File: src/rtl/seq_multiplier.sv
// Sequential shift-add unsigned multiplier with valid/ready handshakes.
// Optional early termination when SEQ_MULTIPLIER_EARLY_TERM_EN is defined.
module seq_multiplier #(
    parameter int WIDTH = 4
) (
    input  logic               clk,
    input  logic               rst_n,
    input  logic               in_valid,
    output logic               in_ready,
    input  logic [WIDTH-1:0]   a,
    input  logic [WIDTH-1:0]   b,
    output logic               out_valid,
    input  logic               out_ready,
    output logic [2*WIDTH-1:0] p,
    output logic               busy
);

    localparam int CW = $clog2(WIDTH);

    typedef enum logic [1:0] {IDLE, RUN, DONE} state_t;

    state_t             state;
    state_t             state_nxt;
    logic [2*WIDTH-1:0] acc;
    logic [2*WIDTH-1:0] mcand;
    logic [2*WIDTH-1:0] result;
    logic [2*WIDTH-1:0] acc_step;
    logic [WIDTH-1:0]   mplr;
    logic [WIDTH-1:0]   mplr_shift;
    logic [CW-1:0]      cnt;
    logic               last_step;

    always_comb begin
        acc_step   = mplr[0] ? acc + mcand : acc;
        mplr_shift = mplr >> 1;
`ifdef SEQ_MULTIPLIER_EARLY_TERM_EN
        // Stop once no multiplier bits remain; b == 0 still takes one step.
        last_step  = (cnt == CW'(WIDTH - 1)) || (mplr_shift == '0);
`else
        last_step  = (cnt == CW'(WIDTH - 1));
`endif
    end

    always_comb begin
        state_nxt = state;
        case (state)
            IDLE:    if (in_valid) state_nxt = RUN;
            RUN:     if (last_step) state_nxt = DONE;
            DONE:    if (out_ready) state_nxt = IDLE;
            default: state_nxt = IDLE;
        endcase
    end

    always_ff @(posedge clk) begin
        if (!rst_n) begin
            state  <= IDLE;
            acc    <= '0;
            mcand  <= '0;
            mplr   <= '0;
            cnt    <= '0;
            result <= '0;
        end else begin
            state <= state_nxt;
            case (state)
                IDLE: begin
                    if (in_valid) begin
                        mcand <= {{WIDTH{1'b0}}, a};
                        mplr  <= b;
                        acc   <= '0;
                        cnt   <= '0;
                    end
                end
                RUN: begin
                    acc   <= acc_step;
                    mcand <= mcand << 1;
                    mplr  <= mplr_shift;
                    cnt   <= cnt + 1'b1;
                    if (last_step) result <= acc_step;
                end
                default: ;
            endcase
        end
    end

    // Outputs are forced quiet while reset is asserted.
    assign in_ready  = rst_n && (state == IDLE);
    assign out_valid = rst_n && (state == DONE);
    assign busy      = rst_n && (state != IDLE);
    assign p         = rst_n ? result : '0;

endmodule

File: config.mk
export PLATFORM = sky130hd
export DESIGN_NAME = seq_multiplier
export DESIGN_NICKNAME = d
export VERILOG_FILES = /design/src/rtl/seq_multiplier.sv
export SDC_FILE = /design/constraint.sdc
export NUM_CORES = 1
export LEC_CHECK = 0
export CAP_MARGIN = 10
export CORE_MARGIN = 5
export CORE_UTILIZATION = 49
export CTS_CLUSTER_SIZE = 24
export DETAILED_ROUTE_END_ITERATION = 10
export PLACE_DENSITY = 0.78
export SYNTH_ARGS = -nofsm -noshare
export SYNTH_HDL_FRONTEND = slang
export SYNTH_SLANG_ARGS = --single-unit
File: constraint.sdc
create_clock -name clk -period 2.1 [get_ports clk]
set_clock_uncertainty 0.2 [all_clocks]
set_input_delay 0.42 -clock clk [delete_from_list [all_inputs] [get_ports clk]]
set_output_delay 0.42 -clock clk [all_outputs]
set_load 0.05 [all_outputs]
==> results.sh, run 1 <==
export IMPL_num_rows=22
export IMPL_cts_setup_buffers=0
export IMPL_synth_edf_count=0
export IMPL_grt_ovfl_total=0
export IMPL_finalCritPeriodShare=0.9815
export IMPL_root_buffer="clkbuf_8"
export IMPL_crit_required_ns=1.48
export IMPL_yosysWarnings=0
export IMPL_dieHeight_um=70.91
export IMPL_synthCells=199
export IMPL_cellLeakagePower_nw=1.030
export IMPL_cp_max_fo=22
export IMPL_finalMaxSlewViolations=0
export IMPL_fill_cells=312
export IMPL_hold_viol=0
export IMPL_peakVddDrop_v=0.0004077
export IMPL_portBuffers=22
export IMPL_yosysUniqueCellTypes=45
export IMPL_grt_pass1_wl_um=6437
export IMPL_routed_wirelength_um=3967
export IMPL_initial_core_util=0.5003
export IMPL_tritoncts="yes"
export IMPL_drt_wirelength_per_cell_um=14.27
export IMPL_drc=0
export IMPL_drtAntennaViolNets=0
export IMPL_io_pins=23
export IMPL_vias=1512
export IMPL_grt_pass1_vias=1418
export IMPL_place_gp_congestion=0.8774
export IMPL_tns_ns=0
export IMPL_cp_arrival_ns=1.44
export IMPL_path_class="primary input to output port"
export IMPL_fin_util=0.6553
export IMPL_status="completed"
export IMPL_globalRouteTotalUtil=0.1604
export IMPL_min_path_type="flip-flop to flip-flop"
export IMPL_seq_area_frac_synth=0.3524
export IMPL_numCtsBuffers=5
export IMPL_antenna_found_initial=0
export IMPL_antenna_cells=0
export IMPL_finalSetupViolCount=0
export IMPL_synth_nets=220
export IMPL_die_x_um=70.91
export IMPL_fmax_mhz=485.2
export IMPL_drt_iter0_drc=80
export IMPL_grt_max_degree=23
export IMPL_h_tree_depth=2
export IMPL_maxSlewHeadroom=0.7171
export IMPL_insertion_delay_ns=0.28
export IMPL_min_period_ns=2.061
export IMPL_synth_ff_type="dfxtp_1"
export IMPL_ctsLongestPathBuffers=2
export IMPL_fin_nets=250
export IMPL_pwr_density_cell_mw_per_mm2=556.7
export IMPL_tightest_slew_ns=0.4240
export IMPL_end_kind="output port"
export IMPL_dr_pass1_iters=4
export IMPL_drive_gt1_frac=0.2348
export IMPL_ys_seq_elements=32
export IMPL_viasPerCell=5.439
export IMPL_async_flop_share=0
export IMPL_place_hpwl_um=2990
export IMPL_cts_sinks=32
export IMPL_syn_avg_cell_area_um2=9.136
export IMPL_synthToLayoutAreaGrowth_pct=30.97
export IMPL_max_cap_violations=0
export IMPL_dieArea_mm2=0.005028
export IMPL_critPathLaunchType="primary input"
export IMPL_clk_pin_slew_worst_paths_ns=0.07
export IMPL_core_area_mm2=0.003633
export IMPL_netlist_area_mm2=0.001818
sequential cells by signal (all words and copies together), names as in the netlist:
name    flops
state       2
mcand       8
cnt         2
acc         8
result      8
mplr        4
worst max-delay path, cell delays in order:
cell and delay, ns:
clkdlybuf4s50_1 0.51, buf_12 0.16, and3b_2 0.21, buf_12 0.14
cells in the mapped netlist, types with 2 or more instances:
| library cell | instances | share of area |
|---|---|---|
| a21o_1 | 3 | 0.012 |
| a21oi_1 | 21 | 0.058 |
| a22o_1 | 5 | 0.024 |
| a22oi_1 | 5 | 0.021 |
| a32oi_1 | 3 | 0.014 |
| and2_1 | 12 | 0.041 |
| and3_1 | 3 | 0.010 |
| and3b_1 | 2 | 0.0096 |
| buf_2 | 3 | 0.0083 |
| clkbuf_1 | 6 | 0.012 |
| dfxtp_1 | 32 | 0.35 |
| ha_1 | 8 | 0.055 |
| inv_1 | 3 | 0.0062 |
| mux2_2 | 2 | 0.012 |
| mux2i_1 | 4 | 0.022 |
| nand2_1 | 7 | 0.014 |
| nand2b_1 | 4 | 0.014 |
| nor2_1 | 11 | 0.023 |
| nor2b_1 | 19 | 0.065 |
| nor3_1 | 2 | 0.0055 |
| nor3b_1 | 2 | 0.0083 |
| o211a_1 | 2 | 0.011 |
| o211ai_1 | 3 | 0.012 |
| o21ai_0 | 6 | 0.017 |
| o21ai_1 | 2 | 0.0055 |
| o221a_2 | 6 | 0.037 |
| xnor2_1 | 3 | 0.014 |
| xor2_1 | 3 | 0.014 |
final timing paths:
kind	startpoint	slack, ns	depth (start not counted)	endpoint
setup / recovery	rst_n	0.04	4	out_valid
hold reg to reg	result[0]	0.29	1	result[0]
hold / removal	result[0]	0.29	1	result[0]
setup reg to reg	acc[0]	0.07	6	result[6]
placed cells by master, fill, tap and decap left out, types with 6 or more instances in the layout:
| cell | synthesis | routed |
|---|---|---|
| and2_1 | 12 | 12 |
| nor2b_1 | 19 | 18 |
| clkbuf_8 | 0 | 6 |
| o21ai_0 | 6 | 6 |
| nor2_1 | 11 | 11 |
| o221a_2 | 6 | 6 |
| dfxtp_1 | 32 | 29 |
| clkdlybuf4s50_1 | 0 | 11 |
| buf_4 | 1 | 12 |
| a21oi_1 | 21 | 20 |
| ha_1 | 8 | 7 |
| nand2_1 | 7 | 7 |
| buf_12 | 0 | 12 |
per-layer routing:
metal	share of wire	track usage	vias up
met4	0.014	0.06263	0
met5	0	0	-
met3	0.042	0.03977	6
li1	-	-	778
met2	0.50	0.2647	21
met1	0.44	0.2007	707
power breakdown:
group / leakage [nW] / switching, W / internal, W
combinational: 0.717 / 0.0000957 / 0.0000979
sequential: 0.262 / 0.0000185 / 0.000625
clock: 0.0510 / 0.000227 / 0.000261
total: 1.03 / 0.000341 / 0.000984
cell type report:
cell class                 count  area, µm²  area share
clock buffer                   6      82.58     0.03468
multi-input combinational    152       1132      0.4756
inverter                       3      11.26    0.004729
tap                           48      60.06     0.02522
sequential                    32      644.4      0.2706
timing repair buffer          35      440.4      0.1850
clock inverter                 2      10.01    0.004204
cells by family after synthesis:
group | Yosys count | share of synthesized area
XOR/XNOR | 6 | 0.02891
flip-flops | 32 | 0.3524
buffers and inverters | 15 | 0.03991
AND/OR/NAND/NOR | 66 | 0.2127
multiplexers | 7 | 0.04267
adder cells (fa/ha/maj) | 9 | 0.06607
AO/OA/AOI/OAI | 64 | 0.2574
stage by stage:
step	cell area (µm²)	setup WS, ns	hold slack, ns	power (W)	cells
final	2381	0.03880	0.2937	0.001326	278
after global routing	2381	-0.003129	0.3180	0.001393	278
after CTS	2356	0.004449	0.2976	0.001329	278
after detailed placement	2257	-0.05778	0.2818	0.0008464	270
after global placement	2257	-0.00007150	0.2753	0.0008415	270
after floorplan	1818	0.06879	0.2638	0.0007735	199
what timing repair did:
item	4_1_cts	5_1_grt
endpoints found under the setup margin	2	6
hold buffers	0	0
resized for setup	2	8
cloned	0	0
pin swaps	1	3
Note: power is estimated with default switching activity, not from simulation.
==> run 2, diff against run 1 <==
--- a/config.mk
+++ b/config.mk
@@ -5,7 +5,9 @@
 export SDC_FILE = /design/constraint.sdc
 export NUM_CORES = 1
 export LEC_CHECK = 0
+export ABC_CLOCK_PERIOD_IN_PS = 2100
 export CAP_MARGIN = 10
+export CORE_ASPECT_RATIO = 1.75
 export CORE_MARGIN = 5
 export CORE_UTILIZATION = 49
 export CTS_CLUSTER_SIZE = 24
==> run 2 against run 1 <==
Clock-buffer cell count grew 1. Design area is 0.58% higher. Worst setup slack worse by 0.012 ns. Critical path depth increased by 2. Global-route usage grew 2.0 points. Via count up 5.6%. Largest cell class unchanged. Largest power group is now the clock network.
==> results.sh, run 2 (synthesized netlist as in run 1, its figures left out) <==
export IMPL_status="completed"
export IMPL_root_buffer="clkbuf_8"
export IMPL_dieHeight_um=90.58
export IMPL_grt_use_met2=0.3438
export IMPL_synthToLayoutAreaGrowth_pct=31.73
export IMPL_p_sw_w=0.0003568
export IMPL_drt_iter0_drc=54
export IMPL_routed_wirelength_um=4317
export IMPL_drc=0
export IMPL_drive_gt1_frac=0.2241
export IMPL_grt_setup_unrepaired="true"
export IMPL_die_x_um=56.05
export IMPL_drt_wirelength_per_cell_um=15.53
export IMPL_switching_share=0.2384
export IMPL_seqPwrFrac=0.429
export IMPL_tritoncts="yes"
export IMPL_layout_commonest_cell="dfxtp_1"
export IMPL_max_cap_violations=0
export IMPL_grt_max_degree=16
export IMPL_grt_busiest_layer="met2"
export IMPL_numCtsBuffers=5
export IMPL_cellLeakagePower_nw=1.045
export IMPL_core_area_mm2=0.003592
export IMPL_cts_sinks=32
export IMPL_min_period_ns=2.073
export IMPL_initial_core_util=0.5061
export IMPL_min_path_type="flip-flop to flip-flop"
export IMPL_fin_util=0.6667
export IMPL_antenna_cells=0
export IMPL_met1_usage=0.1658
export IMPL_path_class="flip-flop to flip-flop"
export IMPL_top_regs="acc: 8 flops, mcand: 8 flops, result: 8 flops"
export IMPL_fin_nets=252
export IMPL_power_frac_clock=0.441
export IMPL_grt_ovfl_total=0
export IMPL_place_hpwl_um=3198
export IMPL_finalMaxSlewViolations=0
export IMPL_maxSlewHeadroom=0.7358
export IMPL_antenna_found_initial=0
export IMPL_fmax_mhz=482.4
export IMPL_crit_required_ns=2.09
export IMPL_num_rows=29
export IMPL_dieArea_mm2=0.005076
export IMPL_vias=1596
export IMPL_io_pins=23
export IMPL_h_tree_depth=2
export IMPL_tightest_slew_ns=0.3939
export IMPL_final_cell_mix="dfxtp_1 (32), a21oi_1 (20), nor2b_1 (18), buf_4 (15), and2_1 (12)"
export IMPL_p_comb_frac=0.130
export IMPL_critPathLaunchType="flip-flop"
export IMPL_drtAntennaViolNets=0
export IMPL_peakVddDrop_v=0.0005453
export IMPL_globalRouteTotalUtil=0.1801
export IMPL_cts_setup_buffers=0
export IMPL_end_kind="flip-flop"
export IMPL_grt_pass1_wl_um=7369
export IMPL_ctsLongestPathBuffers=2
export IMPL_viasPerCell=5.741
export IMPL_internal_power_w=0.001140
export IMPL_grt_pass1_vias=1653
export IMPL_finalCritPeriodShare=0.9871
export IMPL_whs_ns=0.2936
export IMPL_portBuffers=22
export IMPL_insertion_delay_ns=0.30
export IMPL_clk_pin_slew_worst_paths_ns=0.07
export IMPL_cp_arrival_ns=2.06
export IMPL_finalSetupViolCount=0
export IMPL_dr_pass1_iters=4
export IMPL_grtUsageMet3=0.03863
export IMPL_place_gp_congestion=0.8492
export IMPL_pwr_density_cell_mw_per_mm2=624.8
export IMPL_hold_viol=0
export IMPL_cp_max_fo=2
## run 2: worst max-delay path, stage by stage (launching register included)
cell and delay, ns:
dfxtp_1 0.31, ha_2 0.19, fa_2 0.34, a21o_1 0.24
a221oi_2 0.31, xnor2_1 0.14, o31a_1 0.24
## run 2: layout make-up
type	instances	area (µm²)
well taps	46	57.56
inverters	3	11.26
fillers	286	1197
flip-flops and latches	32	640.6
repair buffers	37	442.9
clock inverters	1	30.03
multi-input cells	152	1116
clock buffers	7	96.34
## run 2: worst paths after layout
kind / depth (start not counted) / slack (ns) / to / from
setup reg to reg: 6 / 0.03 / result[6] / acc[0]
hold / removal: 1 / 0.29 / result[1] / result[1]
hold reg to reg: 1 / 0.29 / result[1] / result[1]
setup / recovery: 6 / 0.03 / result[6] / acc[0]
## run 2: repair_timing
item / in CTS / in global routing
pin swaps: 0 / 3
endpoints found under the setup margin: 2 / 6
hold endpoints to repair: 0 / 0
gates resized for setup: 2 / 3
gates cloned: 0 / 0
hold buffers: 0 / 0
## run 2: layer usage
| metal | part of all wire | vias up |
|---|---|---|
| met1 | 0.37 | 767 |
| met4 | 0.043 | 0 |
| met2 | 0.55 | 33 |
| li1 | - | 781 |
| met5 | 0 | - |
| met3 | 0.037 | 15 |
## run 2: stage by stage
stage / setup TNS, ns / power [W] / instance area [µm²] / std cells / worst slack (ns)
finish: 0 / 0.001496 / 2395 / 278 / 0.02712
global route: -0.02707 / 0.001550 / 2395 / 278 / -0.02707
CTS: 0 / 0.001499 / 2387 / 278 / 0.003040
detailed placement: 0 / 0.0008456 / 2257 / 270 / 0.005252
global placement: 0 / 0.0008413 / 2257 / 270 / 0.01186
floorplan: 0 / 0.0007735 / 1818 / 199 / 0.06879
## run 2: power groups by stage
stage	Combinational (W)	Sequential, W	Clock [W]
2_1_floorplan	0.000124	0.000650	0
6_report	0.000194	0.000642	0.000660
3_5_place_dp	0.000190	0.000656	0
5_1_grt	0.000212	0.000644	0.000693
3_3_place_gp	0.000187	0.000655	0
4_1_cts	0.000193	0.000642	0.000664
